## config.mk

```make
export PLATFORM = sky130hd
export DESIGN_NAME = bus_fabric_param
export DESIGN_NICKNAME = d
export VERILOG_FILES = /design/src/rtl/bus_fabric_pkg.sv /design/src/rtl/bus_rr_arbiter.sv /design/src/rtl/bus_fabric_param.sv
export SDC_FILE = /design/constraint.sdc
export NUM_CORES = 1
export LEC_CHECK = 0
export BUFFER_PORTS_ARGS = -buffer_cell sky130_fd_sc_hd__buf_2
export CAP_MARGIN = 20
export CELL_PAD_IN_SITES_DETAIL_PLACEMENT = 0
export CELL_PAD_IN_SITES_GLOBAL_PLACEMENT = 2
export CORE_AREA = 2 2 162 164
export CTS_BUF_LIST = sky130_fd_sc_hd__clkbuf_16
export DETAILED_ROUTE_END_ITERATION = 8
export DIE_AREA = 0 0 164 166
export GPL_TIMING_DRIVEN = 0
export PLACE_DENSITY = 0.72
export SYNTH_ARGS = -nofsm -noshare
export SYNTH_HDL_FRONTEND = slang
export SYNTH_SLANG_ARGS = --single-unit
```

## constraint.sdc

```tcl
create_clock -name clk -period 1.5 [get_ports clk]
set_input_delay 0 -clock clk [delete_from_list [all_inputs] [get_ports clk]]
set_output_delay 0 -clock clk [all_outputs]
set_load 0.05 [all_outputs]
```

## src/rtl/bus_fabric_pkg.sv

```systemverilog
// Shared types and decode constants for bus_fabric_param.
// BUS_ADDR / BUS_DATA normally come from bus.h; 32-bit defaults apply when it is not included.
`ifndef BUS_ADDR
`define BUS_ADDR 32
`endif
`ifndef BUS_DATA
`define BUS_DATA 32
`endif

package bus_fabric_pkg;

  typedef enum logic [1:0] {
    IDLE  = 2'd0,
    GRANT = 2'd1,
    BUSY  = 2'd2
  } bus_fsm_e;

  localparam int ADDR_W   = `BUS_ADDR;
  localparam int DATA_W   = `BUS_DATA;
  localparam int ADDR_MSB = ADDR_W - 1;

  localparam logic [DATA_W-1:0] ERR_RDATA = '0;

endpackage

```

## src/rtl/bus_rr_arbiter.sv

```systemverilog
// Round-robin arbiter: search starts one past last_owner and wraps to 0.
module bus_rr_arbiter #(
  parameter int N_MASTERS = 2
) (
  input  logic [N_MASTERS-1:0]         req,
  input  logic [$clog2(N_MASTERS)-1:0] last_owner,
  input  logic                         en,
  output logic [N_MASTERS-1:0]         gnt,
  output logic [$clog2(N_MASTERS)-1:0] idx
);

  localparam int IW = $clog2(N_MASTERS);

  int   cand;
  logic found;

  always_comb begin
    gnt   = '0;
    idx   = '0;
    cand  = 0;
    found = 1'b0;
    for (int i = 1; i <= N_MASTERS; i++) begin
      cand = int'(last_owner) + i;
      if (cand >= N_MASTERS) cand = cand - N_MASTERS;
      if (en && !found && req[IW'(cand)]) begin
        found             = 1'b1;
        gnt[IW'(cand)]    = 1'b1;
        idx               = IW'(cand);
      end
    end
  end

endmodule

```

## src/rtl/bus_fabric_param.sv

```systemverilog
// Shared-bus fabric: N masters, M slaves, round-robin grant held per transaction.
// Define BUS_TIMEOUT_EN to add the slave-ready timeout error response.
//
// state | meaning
// IDLE  | no owner; arbitrate pending requests
// GRANT | owner granted, waiting for its address strobe
// BUSY  | transaction issued; routing response from the latched slave
module bus_fabric_param
  import bus_fabric_pkg::*;
#(
  parameter int N_MASTERS      = 2,
  parameter int N_SLAVES       = 5,
  parameter int SEL_W          = 4,
  parameter int TIMEOUT_CYCLES = 255
) (
  input  logic                                 clk,
  input  logic                                 rst,
  input  logic [N_MASTERS-1:0]                 req_m,
  input  logic [N_MASTERS-1:0][`BUS_ADDR-1:0]  addr_m,
  input  logic [N_MASTERS-1:0][`BUS_DATA-1:0]  wr_data_m,
  input  logic [N_MASTERS-1:0]                 we_m,
  input  logic [N_MASTERS-1:0][3:0]            sel_m,
  input  logic [N_MASTERS-1:0]                 addr_strobe_m,
  output logic [N_MASTERS-1:0]                 grant_m,
  output logic [`BUS_ADDR-1:0]                 addr_o,
  output logic [`BUS_DATA-1:0]                 data_o,
  output logic [3:0]                           sel_o,
  output logic                                 we_o,
  output logic                                 addr_strobe_o,
  output logic [N_SLAVES-1:0]                  c_en_s,
  input  logic [N_SLAVES-1:0][`BUS_DATA-1:0]   rd_data_s,
  input  logic [N_SLAVES-1:0]                  ready_s,
  output logic [`BUS_DATA-1:0]                 rd_data_o,
  output logic                                 ready_o,
  output logic                                 err_o
);

  localparam int IW = $clog2(N_MASTERS);
  localparam logic [SEL_W:0] SLV_LIMIT = (SEL_W+1)'(N_SLAVES);

  if (N_MASTERS < 2 || N_MASTERS > 8 || N_SLAVES < 1 || N_SLAVES > 16 ||
      (1 << SEL_W) < N_SLAVES || TIMEOUT_CYCLES < 1) begin : g_bad_cfg
    $error("bus_fabric_param: unsupported parameter set");
  end

  bus_fsm_e             state_q;
  logic [N_MASTERS-1:0] grant_q;
  logic [IW-1:0]        owner_q;
  logic [IW-1:0]        last_q;
  logic [SEL_W-1:0]     slv_idx_q;
  logic                 mapped_q;

  logic [N_MASTERS-1:0] arb_gnt;
  logic [IW-1:0]        arb_idx;
  logic                 owner_valid;
  logic                 own_req;
  logic [SEL_W-1:0]     sel_live;
  logic                 mapped_live;
  logic                 ready_sel;
  logic [`BUS_DATA-1:0] rd_sel;
  logic                 timeout_hit;

  bus_rr_arbiter #(.N_MASTERS(N_MASTERS)) u_arb (
    .req        (req_m),
    .last_owner (last_q),
    .en         (state_q == IDLE),
    .gnt        (arb_gnt),
    .idx        (arb_idx)
  );

  assign owner_valid = (state_q != IDLE);
  assign grant_m     = grant_q;

  always_comb begin
    addr_o        = '0;
    data_o        = '0;
    sel_o         = '0;
    we_o          = 1'b0;
    addr_strobe_o = 1'b0;
    own_req       = 1'b0;
    for (int i = 0; i < N_MASTERS; i++) begin
      if (owner_valid && owner_q == IW'(i)) begin
        addr_o        = addr_m[i];
        data_o        = wr_data_m[i];
        sel_o         = sel_m[i];
        we_o          = we_m[i];
        addr_strobe_o = addr_strobe_m[i];
        own_req       = req_m[i];
      end
    end
  end

  assign sel_live    = addr_o[ADDR_MSB -: SEL_W];
  assign mapped_live = ({1'b0, sel_live} < SLV_LIMIT);

  always_comb begin
    c_en_s = '0;
    for (int k = 0; k < N_SLAVES; k++)
      c_en_s[k] = owner_valid && mapped_live && (sel_live == SEL_W'(k));
  end

  // Response path follows the slave latched at the strobe, not the live address.
  always_comb begin
    ready_sel = 1'b0;
    rd_sel    = '0;
    for (int k = 0; k < N_SLAVES; k++) begin
      if (slv_idx_q == SEL_W'(k)) begin
        ready_sel = ready_s[k];
        rd_sel    = rd_data_s[k];
      end
    end
  end

`ifdef BUS_TIMEOUT_EN
  localparam int TW = $clog2(TIMEOUT_CYCLES + 1);
  logic [TW-1:0] wait_cnt_q;

  always_ff @(posedge clk) begin
    if (rst || state_q != BUSY) wait_cnt_q <= '0;
    else if (!ready_sel)        wait_cnt_q <= wait_cnt_q + 1'b1;
  end

  // Fires on the TIMEOUT_CYCLES-th BUSY cycle without ready.
  assign timeout_hit = (wait_cnt_q == TW'(TIMEOUT_CYCLES - 1));
`else
  assign timeout_hit = 1'b0;
`endif

  always_comb begin
    ready_o   = 1'b0;
    err_o     = 1'b0;
    rd_data_o = ERR_RDATA;
    if (state_q == BUSY) begin
      if (!mapped_q) begin
        ready_o = 1'b1;
        err_o   = 1'b1;
      end else if (ready_sel) begin
        ready_o   = 1'b1;
        rd_data_o = rd_sel;
      end else if (timeout_hit) begin
        ready_o = 1'b1;
        err_o   = 1'b1;
      end else begin
        rd_data_o = rd_sel;
      end
    end
  end

  always_ff @(posedge clk) begin
    if (rst) begin
      state_q   <= IDLE;
      grant_q   <= '0;
      owner_q   <= '0;
      last_q    <= IW'(N_MASTERS - 1);
      slv_idx_q <= '0;
      mapped_q  <= 1'b0;
    end else begin
      case (state_q)
        IDLE: begin
          if (|req_m) begin
            grant_q <= arb_gnt;
            owner_q <= arb_idx;
            state_q <= GRANT;
          end
        end
        GRANT: begin
          if (addr_strobe_o) begin
            slv_idx_q <= sel_live;
            mapped_q  <= mapped_live;
            state_q   <= BUSY;
          end else if (!own_req) begin
            grant_q <= '0;
            state_q <= IDLE;
          end
        end
        BUSY: begin
          if (ready_o) begin
            last_q  <= owner_q;
            grant_q <= '0;
            state_q <= IDLE;
          end
        end
        default: begin
          grant_q <= '0;
          state_q <= IDLE;
        end
      endcase
    end
  end

endmodule

```

After elaboration in Yosys (flattened, before gate mapping)
Index checks and enable logic that the tools add are counted.

Register bits: 11. Latch bits: 0. RAM bits: 0. Bits in read-only memories: 0. Bits of input ports: 309. Output and inout port bits: 111. Memories: 0.

$add $sub $neg: 4. $mul: 0. Divide/modulo/power cells: 0. $lt $le $gt $ge: 7. Eq/ne operators: 15. Shift operators: 0. Muxes and demuxes: 52. Bitwise logic cells: 2. Reduce and logical (&&, ||, !) cells: 24.

Operators by type and width (count): $mux W32 (11); $mux W1 (27); $eq A4 B2 Y1 const B (4); $mux W2 (8); $logic_and A1 B1 Y1 (13); $pmux W2 S3 (2); $eq A4 B1 Y1 const B (2); $eq A4 B3 Y1 const B (2); $logic_not A4 Y1 (2); $mux W4 (2); $ne A2 B2 Y1 const B (4); $lt A1 B3 Y1 const B (2); $reduce_and A2 Y1 (3); $lt A4 B3 Y1 const B (1); $reduce_and A4 Y1 (1); $add A1 B2 Y3 const B (1); $ge A3 B2 Y1 const B (1); $ne A3 B3 Y1 const B (1); $reduce_and A3 Y1 (1); $add A1 B1 Y2 const B (1); $demux W1 S1 (2); $eq A2 B1 Y1 const B (1); $eq A2 B2 Y1 const B (1); $ge A1 B1 Y1 const B (2); other kinds (8) (9).

Depth between registers and ports, before layout
Gate-level depths: netlist of the first run.

Depth in word-level cells: 14. Mapped depth: 6. Depth with buffers taken out: 5.

Modules after synthesis
From an unflattened synthesis of the first run, not the netlist that was laid out.

Cells, all modules: 390. Area, all modules: 2617.5 µm².

Modules (own cells, without submodules): bus_fabric_param (times used 1, cells each 386, area an instance 2590.0 µm², seq. area each 220.2 µm²); bus_rr_arbiter (times used 1, cells each 4, area an instance 27.5 µm², seq. area each 0.0 µm²).

Worst setup path before layout of the first run
Ideal clock, no wire load.

Path type: reg2out. From: register owner_q. To: output c_en_s[1]. Data arrival time: 3.060 ns. Path slack: -1.560 ns. Stages on the path, launching flop included: 5. Cells stage by stage: dfxtp_1 buf_6 mux2i_1 nor2_1 nor4b_1.

Longest elaborated chain between the ends: 7. Elaborated cells between the ends (all ways): 9. Those cells by class: order compare (1); eq/ne (1); mux (2); bitwise (1); reduce/logical (4).

Ends and longest elaborated chain: from (decl) (line bus_fabric_param.sv:48) `logic [IW-1:0] owner_q;`; from (signal assigned) (line bus_fabric_param.sv:162) `owner_q <= arb_idx;`; $not A1 Y1 (line bus_fabric_param.sv:82) `if (owner_valid && owner_q == IW'(i)) begin`; $logic_and A1 B1 Y1 (line bus_fabric_param.sv:82); $mux W32 (line bus_fabric_param.sv:82); $mux W32 (*) (line bus_fabric_param.sv:82); named net addr_o[28] (line bus_fabric_param.sv:25) `` output logic [`BUS_ADDR-1:0] addr_o, ``; $lt A4 B3 Y1 (line bus_fabric_param.sv:94) `assign mapped_live = ({1'b0, sel_live} < SLV_LIMIT);`; $logic_and A1 B1 Y1 (line bus_fabric_param.sv:99) `c_en_s[k] = owner_valid && mapped_live && (sel_live == SEL_W'(k));`; $logic_and A1 B1 Y1 (*) (line bus_fabric_param.sv:99); to (decl) (line bus_fabric_param.sv:30) `output logic [N_SLAVES-1:0] c_en_s,`.

The timed path passes the listed nets; every way through them passes the cells marked *.

Worst setup path in the final report of the first run
From: register owner_q. To: output c_en_s[3].

Longest elaborated chain between the ends: 7. Elaborated cells between the ends (all ways): 9. Those cells by class: order compare (1); eq/ne (1); mux (2); bitwise (1); reduce/logical (4).

Ends and longest elaborated chain (line): $not A1 Y1 (bus_fabric_param.sv:82); $logic_and A1 B1 Y1 (bus_fabric_param.sv:82); $mux W32 (bus_fabric_param.sv:82); $mux W32 (*) (bus_fabric_param.sv:82); $lt A4 B3 Y1 (bus_fabric_param.sv:94); $logic_and A1 B1 Y1 (bus_fabric_param.sv:99); $logic_and A1 B1 Y1 (*) (bus_fabric_param.sv:99).

Mark *: on every way between the ends. The rest lies on a longest branch, timed or not.

==> results.cfg, run 1 <==
[outcome]
status = complete, but fails checks
violations = negative setup slack

[clock_network]
clockBufferDepth = 2
cts_root_buf = clkbuf_16
clk_latency_ns = 0.24
cts-buffers-inserted = 3
htreeDepth = 1
cts_tree = built
cts.sinks = 10
path_clk_slew_ns = 0.04

[floorplanning]
die_h_um = 166
die_area_sq_um = 27200
start_util_pct = 10.4
rows = 59
core_area_sq_um = 25600
pin_count = 420
die_x_um = 164

[synthesis]
synth_area_sq_um = 2680
yosys_warnings = 0
synth_seq_cells = 10
synth-edff-count = 0
synth_cell_types = 38
ys.flop_type = dfxtp_1
syn_avg_cell_area_sq_um = 6.88
syn_nets = 698
async_flop_share_pct = 0
synthCells = 389
synth_seq_area_share_pct = 7.48

[worst_setup_path]
critical_path_class = flop to output port
cp_top_family = simple AND/OR/NAND/NOR gates
crit_fanout = 4
worstSetupStartpoint = owner_q
end_kind = output port
cpMaxStageDelayCell = or4_4
worstPathRequired_ns = 1.50
cp_data_arrival_time_ns = 1.89
path_cells = buf_12 > mux2i_4 > nor2_4 > or4_4 > nor3_4 > buf_6
slowest_delay_ns = 0.52
path_buf_inv = 2
r2r-start = owner_q
ff2ff_setup_slack_ns = -0.31
startpoint_type = flop

[timing]
hold_viol = 0
rsz0062_at_grt = true
clock-skew-final_ns = 0.00531
setup_slack_ns = -0.391
drv_slew = 0
period_share_pct = 126
finalCriticalPeriod_ns = 1.89
fmax_mhz = 529
setup_viol_count_final = 115

[layout]
areaGrowthSynthToFinish_pct = 239
fin_nets = 1185
drive_gt1_share_pct = 89.0
stdcell_count = 1211

[hold_path]
worstHoldPathType = input pin to flop
hold_path_startpoint = req_m[1]

[routing]
drc = 0
final_antenna_net_count = 0
routed_wirelength_um = 22700
drtIter0Drc = 107
avgRoutedWirePerCell_um = 18.8
first_pass_iters = 4
vias_per_cell = 4.21
via_count = 5102

[grt]
overflow = 0
grtUsageTotal_pct = 15.3
grt_max_degree = 11
grt_first_pass_wirelength_um = 31900
grt_antenna_before_repair = 1
grt_pass1_vias = 5461

[placement]
dp.final_hpwl_um = 18100
placed_cells = 1142
gp_congestion = 0.764
portBuffers = 418

[pwr]
ir_drop_mv = 0.553
swShare_pct = 49.4
switchingPower_mw = 2.16
seqPwrFrac_pct = 7.1
comb_power_share_pct = 82.1
p_total_mw = 4.37
cellLeakagePower_nw = 3.50
pwr-share-clk_pct = 10.8
p_int_mw = 2.21
p_per_area_nw_per_um2 = 482

[job]
maxCapViolCount = 0
## placed cells by master (no fill, tap or decap), drive strengths merged
master,synthesis,routed
dlygate4sd3,0,1
o32a,1,1
or3,1,1
and4b,1,1
nand2b,2,2
nor4,3,3
o21a,1,1
nor4bb,1,1
or4,1,1
diode,0,1
inv,3,4
dfxtp,10,10
a22oi,64,64
nand3,1,1
nand2,1,1
a21boi,1,1
or3b,1,1
buf,31,510
a2111oi,1,1
conb,1,1
nor4b,3,3
mux2i,75,75
nor3b,2,2
nor2,91,91
o21ai,34,34
clkbuf,12,17
nor3,3,3
a31oi,36,36
a21oi,7,7
nand3b,1,1
## logic make-up after synthesis
| kind of cell | share of synthesized area, % |
|---|---|
| buf+inv | 8.61 |
| flops | 7.48 |
| simple gates | 20.0 |
| other cells | 0.140 |
| mux | 28.1 |
| compound gates | 35.7 |
## per-layer routing
metal,up-vias,GRT usage [%],wire length (um)
met1,2370,15.8,7900
li1,2472,-,-
met2,252,31.9,13100
met5,-,0,0
met4,0,2.02,178
met3,8,2.55,1590
## worst reg2reg max path: cells and delay by family, from the launching register on
kind	cells	cell delay, ns
buffers and inverters	5	0.63
flip-flops	1	0.36
multiplexers	2	0.42
AND/OR/NAND/NOR	2	0.26
## Yosys cell counts, types with 2 or more instances
library cell  number  share of area, %
nor4_1             2              0.47
a21oi_1            6               1.1
buf_2             18               3.4
nor2_2             2              0.47
a22oi_1           64                18
nor2_1            89                12
buf_4              7               2.0
nor3_1             2              0.37
clkbuf_1          11               1.5
a31oi_1           36               8.4
buf_1              5              0.70
o21ai_0           34               6.4
inv_1              3              0.42
nor3b_1            2              0.56
dfxtp_1           10               7.5
mux2i_1           75                28
nand2b_1           2              0.47
## flip-flops by register name, summed over array words and instances, names as in the netlist
signal / flops
mapped_q: 1
state_q: 2
last_q: 1
owner_q: 1
grant_m: 1
slv_idx_q: 4
## path summary, 6_finish.rpt
check	cells after the start	to
worst max-delay path	6	c_en_s[3]
worst min-delay path	3	state_q[1]
worst max register to register	9	slv_idx_q[1]
worst min register to register	2	grant_m[0]
## timing repair
item                                    in CTS  in global routing
resized for setup                          441                139
endpoints found under the hold margin        1                  0
endpoints found under the setup margin     110                115
setup buffers                               44                 14
gates cloned                                 8                  7
pin swaps                                   38                 72
hold buffers                                 1                  0
## power groups by stage
stage / clock network [mW] / registers (mW) / logic [mW]
3_3_place_gp: 0 / 0.310 / 2.54
4_1_cts: 0.477 / 0.305 / 3.41
5_1_grt: 0.493 / 0.311 / 3.77
6_report: 0.473 / 0.308 / 3.59
2_1_floorplan: 0 / 0.315 / 1.69
3_5_place_dp: 0 / 0.310 / 2.54
## final cells by class
class | instances | area [sq um]
antenna | 1 | 2.50
buffer | 37 | 522
clock buffer | 3 | 75.1
clock inverter | 1 | 3.75
fill | 2634 | 16500
inverter | 3 | 11.3
multi-input combinational | 333 | 4060
sequential | 10 | 224
tap | 335 | 419
timing repair buffer | 488 | 3760
## through the flow
stage,instance area (sq um),TNS [ns],setup WS (ns),hold WS (ns),util [%]
after global placement,6180,-38.95,-0.781,0.194,24.1
after CTS,8390,-28.28,-0.405,0.131,32.8
after detailed placement,6180,-37.18,-0.766,0.197,24.1
after floorplan,3670,-3.95,-0.338,0.0689,-
after global routing,9080,-38.46,-0.460,0.169,35.4
final,9080,-30.85,-0.391,0.130,35.4
(Power assumes the default switching activity.)
==> run 2, diff against run 1 <==
--- a/config.mk
+++ b/config.mk
@@ -14,7 +14,8 @@
 export DETAILED_ROUTE_END_ITERATION = 8
 export DIE_AREA = 0 0 164 166
 export GPL_TIMING_DRIVEN = 0
-export PLACE_DENSITY = 0.72
+export PLACE_DENSITY = 0.73
 export SYNTH_ARGS = -nofsm -noshare
 export SYNTH_HDL_FRONTEND = slang
+export SYNTH_HIERARCHICAL = 1
 export SYNTH_SLANG_ARGS = --single-unit
==> run 2 against run 1 <==
Effect of this change:
- the run still ends with negative setup slack left
- synthesized cell count up 0.26%
- wire length up 0.55%
- non-clock buffer count up 22
- first-iteration DRC count up 110%
- sequential share of layout area about the same
- worst hold slack worse by 0.068 ns
- critical endpoint is now rd_data_o[13]
- largest cell class unchanged
- largest power group unchanged
- highest routed layer is now met5
==> results.cfg, run 2 <==
[clock_network]
cts-buffers-inserted = 3
cts_tree = built
clk_latency_ns = 0.24
cts.sinks = 11
htreeDepth = 1
clockBufferDepth = 2
cts_root_buf = clkbuf_16
cts_hold_buf = 0
path_clk_slew_ns = 0.04

[pwr]
p_int_mw = 2.62
pwr-share-clk_pct = 9.6
cellLeakagePower_nw = 3.87
swShare_pct = 47.8
ir_drop_mv = 0.330
p_per_area_nw_per_um2 = 515
comb_power_share_pct = 83.6
p_total_mw = 5.02
seqPwrFrac_pct = 6.8
switchingPower_mw = 2.40

[routing]
avgRoutedWirePerCell_um = 18.5
drc = 0
drtIter0Drc = 229
routed_wirelength_um = 22900
via_count = 5275
vias_per_cell = 4.27
final_antenna_net_count = 0
first_pass_iters = 6

[outcome]
violations = negative setup slack
status = complete, but fails checks

[synthesis]
syn_nets = 699
async_flop_share_pct = 0
synth-edff-count = 0
synthCells = 390
synth_seq_area_share_pct = 8.41
synth_top_area_share_pct = 29.4
yosys.area.top_type = mux2i_1
ys_top_cells_by_count = nor2_1, mux2i_1, a21oi_1, o21ai_1, a222oi_1
synth_seq_cells = 11
yosys_warnings = 6
synthTopCellsByArea = mux2i_1, nor2_1, a21oi_1
synth_cell_types = 33
syn_avg_cell_area_sq_um = 6.71
synth_most_common_cell = nor2_1
synth_area_sq_um = 2620
ys.flop_type = dfxtp_1

[grt]
grtUsageTotal_pct = 14.9
grt_first_pass_wirelength_um = 31100
grt_antenna_before_repair = 2
grt_max_degree = 11
grt_pass1_vias = 5263
overflow = 0

[placement]
place_area_sq_um = 6160
placed_cells = 1144
dp.final_hpwl_um = 16900
portBuffers = 419
gp_congestion = 0.776

[worst_setup_path]
crit_fanout = 8
ff2ff_setup_slack_ns = -0.34
startpoint_type = flop
critical_path_class = flop to output port
worstPathRequired_ns = 1.50
end_kind = output port
cp_data_arrival_time_ns = 1.93

[layout]
register_area_sq_um = 244
multi_input_area_sq_um = 4200
final_area_sq_um = 9750
top_register = slv_idx_q
fin_nets = 1209
drive_gt1_share_pct = 87.3
layout_common_cells = buf_2, buf_6, nor2_4, buf_8, mux2i_4
stdcell_count = 1235
areaGrowthSynthToFinish_pct = 273
largest_register_ff_count = 4
fill_cells = 2507
final_common_cell = buf_2

[floorplanning]
die_x_um = 164
rows = 59
die_h_um = 166
start_util_pct = 10.2
die_area_sq_um = 27200
core_area_sq_um = 25600
pin_count = 420

[job]
maxCapViolCount = 0

[timing]
slew_headroom_pct = 54.9
whs_ns = 0.0623
fmax_mhz = 517
worst_slew_pin_slew_ns = 0.669
finalSetupTns_ns = -24.59
setup_slack_ns = -0.434
hold_viol = 0
setup_viol_count_final = 112
finalCriticalPeriod_ns = 1.93
drv_slew = 0
rsz0062_at_grt = true
period_share_pct = 129
clock-skew-final_ns = 0.00160

[hold_path]
worstHoldPathType = input pin to flop
run 2: power groups by stage:
stage	Combinational [mW]	Clock (mW)	Sequential [mW]
after floorplan	1.76	0	0.355
after global placement	2.64	0	0.344
after detailed placement	2.65	0	0.344
after CTS	3.73	0.485	0.336
after global routing	4.40	0.508	0.344
final	4.20	0.482	0.340
run 2: worst max-delay path, cell delays in order, from the launching register on:
cell and delay, ns:
dfxtp_4 0.39, or4b_4 0.68, clkbuf_16 0.22, o21ai_2 0.18, a21oi_4 0.05, buf_6 0.17
run 2: final timing paths:
| kind | from | end | depth (start not counted) |
|---|---|---|---|
| setup reg to reg | slv_idx_q[3] | grant_m[0] | 9 |
| hold / removal | rst | state_q[0] | 3 |
| hold reg to reg | grant_m[0] | grant_m[0] | 1 |
| setup / recovery | slv_idx_q[0] | rd_data_o[13] | 5 |
run 2: cells by family (layout without fill, tap and decap cells):
| kind of cell | after synthesis | after routing | share of synthesized area [%] |
|---|---|---|---|
| flops | 11 | 11 | 8.41 |
| compound gates | 144 | 144 | 34.8 |
| buf+inv | 44 | 553 | 6.98 |
| simple gates | 113 | 113 | 20.2 |
| other cells | 1 | 2 | 0.143 |
| mux | 77 | 77 | 29.4 |
run 2: final cells by class:
type / count / share of cell area [%]
Timing Repair Buffer: 513 / 43.6
Multi-Input combinational cell: 335 / 43.1
Buffer: 34 / 5.62
Tap cell: 335 / 4.30
Sequential cell: 11 / 2.50
Clock buffer: 3 / 0.770
Inverter: 2 / 0.0770
Clock inverter: 1 / 0.0385
Antenna cell: 1 / 0.0257
run 2: through the flow:
step / setup WS [ns] / util (%)
2_1_floorplan: -0.266 / -
3_3_place_gp: -0.601 / 24.0
3_5_place_dp: -0.627 / 24.0
4_1_cts: -0.473 / 34.0
5_1_grt: -0.492 / 38.1
6_report: -0.434 / 38.1
run 2: timing repair:
action / in CTS / in global routing
gates resized for setup: 420 / 213
endpoints found under the setup margin: 114 / 118
pin swaps: 34 / 80
buffers inserted: 57 / 26
gates cloned: 9 / 8
run 2: routing by layer:
| layer | vias up | GRT usage [%] | wire, um |
|---|---|---|---|
| li1 | 2520 | - | - |
| met1 | 2460 | 16.3 | 8240 |
| met2 | 277 | 30.0 | 12700 |
| met3 | 16 | 2.47 | 1640 |
| met4 | 2 | 2.21 | 274 |
| met5 | - | 0 | 13 |
==> run 3, diff against run 2 <==
--- a/config.mk
+++ b/config.mk
@@ -5,16 +5,16 @@
 export SDC_FILE = /design/constraint.sdc
 export NUM_CORES = 1
 export LEC_CHECK = 0
+export ABC_AREA = 1
 export BUFFER_PORTS_ARGS = -buffer_cell sky130_fd_sc_hd__buf_2
 export CAP_MARGIN = 20
 export CELL_PAD_IN_SITES_DETAIL_PLACEMENT = 0
 export CELL_PAD_IN_SITES_GLOBAL_PLACEMENT = 2
-export CORE_AREA = 2 2 162 164
+export CORE_AREA = 2 2 164 166
 export CTS_BUF_LIST = sky130_fd_sc_hd__clkbuf_16
 export DETAILED_ROUTE_END_ITERATION = 8
-export DIE_AREA = 0 0 164 166
-export GPL_TIMING_DRIVEN = 0
-export PLACE_DENSITY = 0.73
+export DIE_AREA = 0 0 166 168
+export PLACE_DENSITY = 0.75
 export SYNTH_ARGS = -nofsm -noshare
 export SYNTH_HDL_FRONTEND = slang
 export SYNTH_HIERARCHICAL = 1
==> run 3 against run 2 <==
Effect of this change:
- sequential power is 3% lower
- count of clock-buffer cells in the layout is the same
- synthesized area up 8.0%
- the flow still finishes with violations (negative setup slack)
- combinational power decreased by 20%
- largest power group unchanged
- worst hold slack gained 0.058 ns
- worst setup slack improved by 0.14 ns
- flip-flop and latch count unchanged
==> results.cfg, run 3 <==
[worst_setup_path]
startpoint_type = flop
cpMaxStageDelayCell = dfxtp_4
cp_top_family = buffers and inverters
slowest_delay_ns = 0.36
end_kind = output port
critical_path_class = flop to output port
path_cells = nor2_4 > buf_12 > nand2_8 > clkbuf_16 > buf_4 > o22ai_4 > nor3_4 > buf_6
path_buf_inv = 4
worstPathRequired_ns = 1.50
cp_data_arrival_time_ns = 1.79
crit_fanout = 7
ff2ff_setup_slack_ns = -0.03

[clock_network]
cts-buffers-inserted = 3
htreeDepth = 1
cts_root_buf = clkbuf_16
cts.sinks = 11
clockBufferDepth = 2
cts_tree = built
clk_latency_ns = 0.24
path_clk_slew_ns = 0.04

[layout]
drive_gt1_share_pct = 71.0
fin_nets = 1279
top_register = slv_idx_q
largest_register_ff_count = 4
final_common_cell = buf_2
areaGrowthSynthToFinish_pct = 196
fill_cells = 2855
layout_common_cells = buf_2, buf_6, nand3_1, a22o_1, inv_1
stdcell_count = 1319

[synthesis]
synth_top_area_share_pct = 24.2
async_flop_share_pct = 0
ys.flop_type = dfxtp_1
synth_most_common_cell = nand3_1
synth_seq_area_share_pct = 7.79
syn_avg_cell_area_sq_um = 5.64
synth-edff-count = 0
synthTopCellsByArea = nand3_1, a22o_1, inv_1
ys_top_cells_by_count = nand3_1, a22o_1, inv_1, nor3_1, o22ai_1
yosys.area.top_type = nand3_1
synthCells = 501
synth_seq_cells = 11
yosys_warnings = 6
synth_area_sq_um = 2830
synth_cell_types = 23
syn_nets = 810

[floorplanning]
rows = 60
start_util_pct = 10.7
die_h_um = 168
pin_count = 420
die_x_um = 166
die_area_sq_um = 27900
core_area_sq_um = 26400

[timing]
setup_slack_ns = -0.293
fmax_mhz = 558
setup_viol_count_final = 104
finalSetupTns_ns = -16.44
rsz0062_at_grt = true
finalCriticalPeriod_ns = 1.79
hold_viol = 0
period_share_pct = 120
clock-skew-final_ns = 0.00146
drv_slew = 0

[placement]
gp_congestion = 0.798
dp_slack_ns = -0.0801
portBuffers = 419
dp.final_hpwl_um = 17100
placed_cells = 1262

[routing]
via_count = 5872
vias_per_cell = 4.45
final_antenna_net_count = 0
drtIter0Drc = 238
drc = 0
first_pass_iters = 4
routed_wirelength_um = 24200
avgRoutedWirePerCell_um = 18.3

[grt]
grt_antenna_before_repair = 10
overflow = 0
grt_pass1_vias = 5697
grt_max_degree = 33
grtUsageTotal_pct = 14.8
grt_first_pass_wirelength_um = 32900

[outcome]
status = complete, but fails checks
violations = negative setup slack

[hold_path]
worstHoldPathType = input pin to flop

[pwr]
ir_drop_mv = 0.331
p_per_area_nw_per_um2 = 498
cellLeakagePower_nw = 4.36

[job]
maxCapViolCount = 0
## run 3: final timing paths
path	from	endpoint	cells after the start
worst max-delay path	slv_idx_q[1]	rd_data_o[14]	8
worst min-delay path	req_m[0]	owner_q	5
worst max register to register	state_q[1]	mapped_q	11
worst min register to register	last_q	last_q	2
## run 3: repair_timing
| action | in CTS | in global routing |
|---|---|---|
| setup endpoints to repair | 105 | 114 |
| gates cloned | 9 | 10 |
| buffers inserted | 18 | 9 |
| endpoints found under the hold margin | 2 | 0 |
| hold buffers | 1 | 0 |
| resized for setup | 269 | 116 |
| pin swaps | 44 | 52 |
## run 3: where the power goes
part	internal, mW	leakage, nW	switching [mW]
Sequential	0.310	0.0941	0.0203
Clock	0.351	0.0424	0.144
Combinational	1.48	4.22	1.87
## run 3: tightest hold or removal path: cells and delay by family
family	cells	cell delay [ns]
AO/OA/AOI/OAI	1	0.05
buffers and inverters	2	0.16
AND/OR/NAND/NOR	2	0.11
## run 3: final cells by class
type                       instances  area, sq um  area share [%]
clock inverter                     1         3.75          0.0448
tap                              341          427            5.10
multi-input combinational        370         3200            38.2
timing repair buffer             514         4120            49.3
antenna                            9         22.5           0.269
inverter                          70          282            3.36
sequential                        11          239            2.86
clock buffer                       3         75.1           0.897
## run 3: layer usage
| layer | vias to the layer above | wire length [um] | GRT usage [%] |
|---|---|---|---|
| li1 | 2802 | - | - |
| met4 | 2 | 680 | 3.52 |
| met1 | 2752 | 10100 | 18.7 |
| met3 | 41 | 2080 | 4.35 |
| met5 | - | 13 | 0 |
| met2 | 275 | 11300 | 24.8 |
## run 3: cells by family after synthesis
logic type	after synthesis	share of synthesized area (%)
flip-flops	11	7.79
AND/OR/NAND/NOR	221	38.0
AO/OA/AOI/OAI	148	36.9
other	1	0.133
buffers and inverters	120	17.1
## run 3: stage by stage
stage | util [%] | hold slack, ns | total power [mW] | instance area [sq um]
floorplan | - | 0.0617 | 1.96 | 3510
global placement | 23.8 | 0.215 | 2.85 | 6280
detailed placement | 23.8 | 0.214 | 2.85 | 6280
CTS | 29.1 | 0.127 | 3.90 | 7670
global route | 31.7 | 0.169 | 4.39 | 8360
finish | 31.8 | 0.120 | 4.17 | 8370
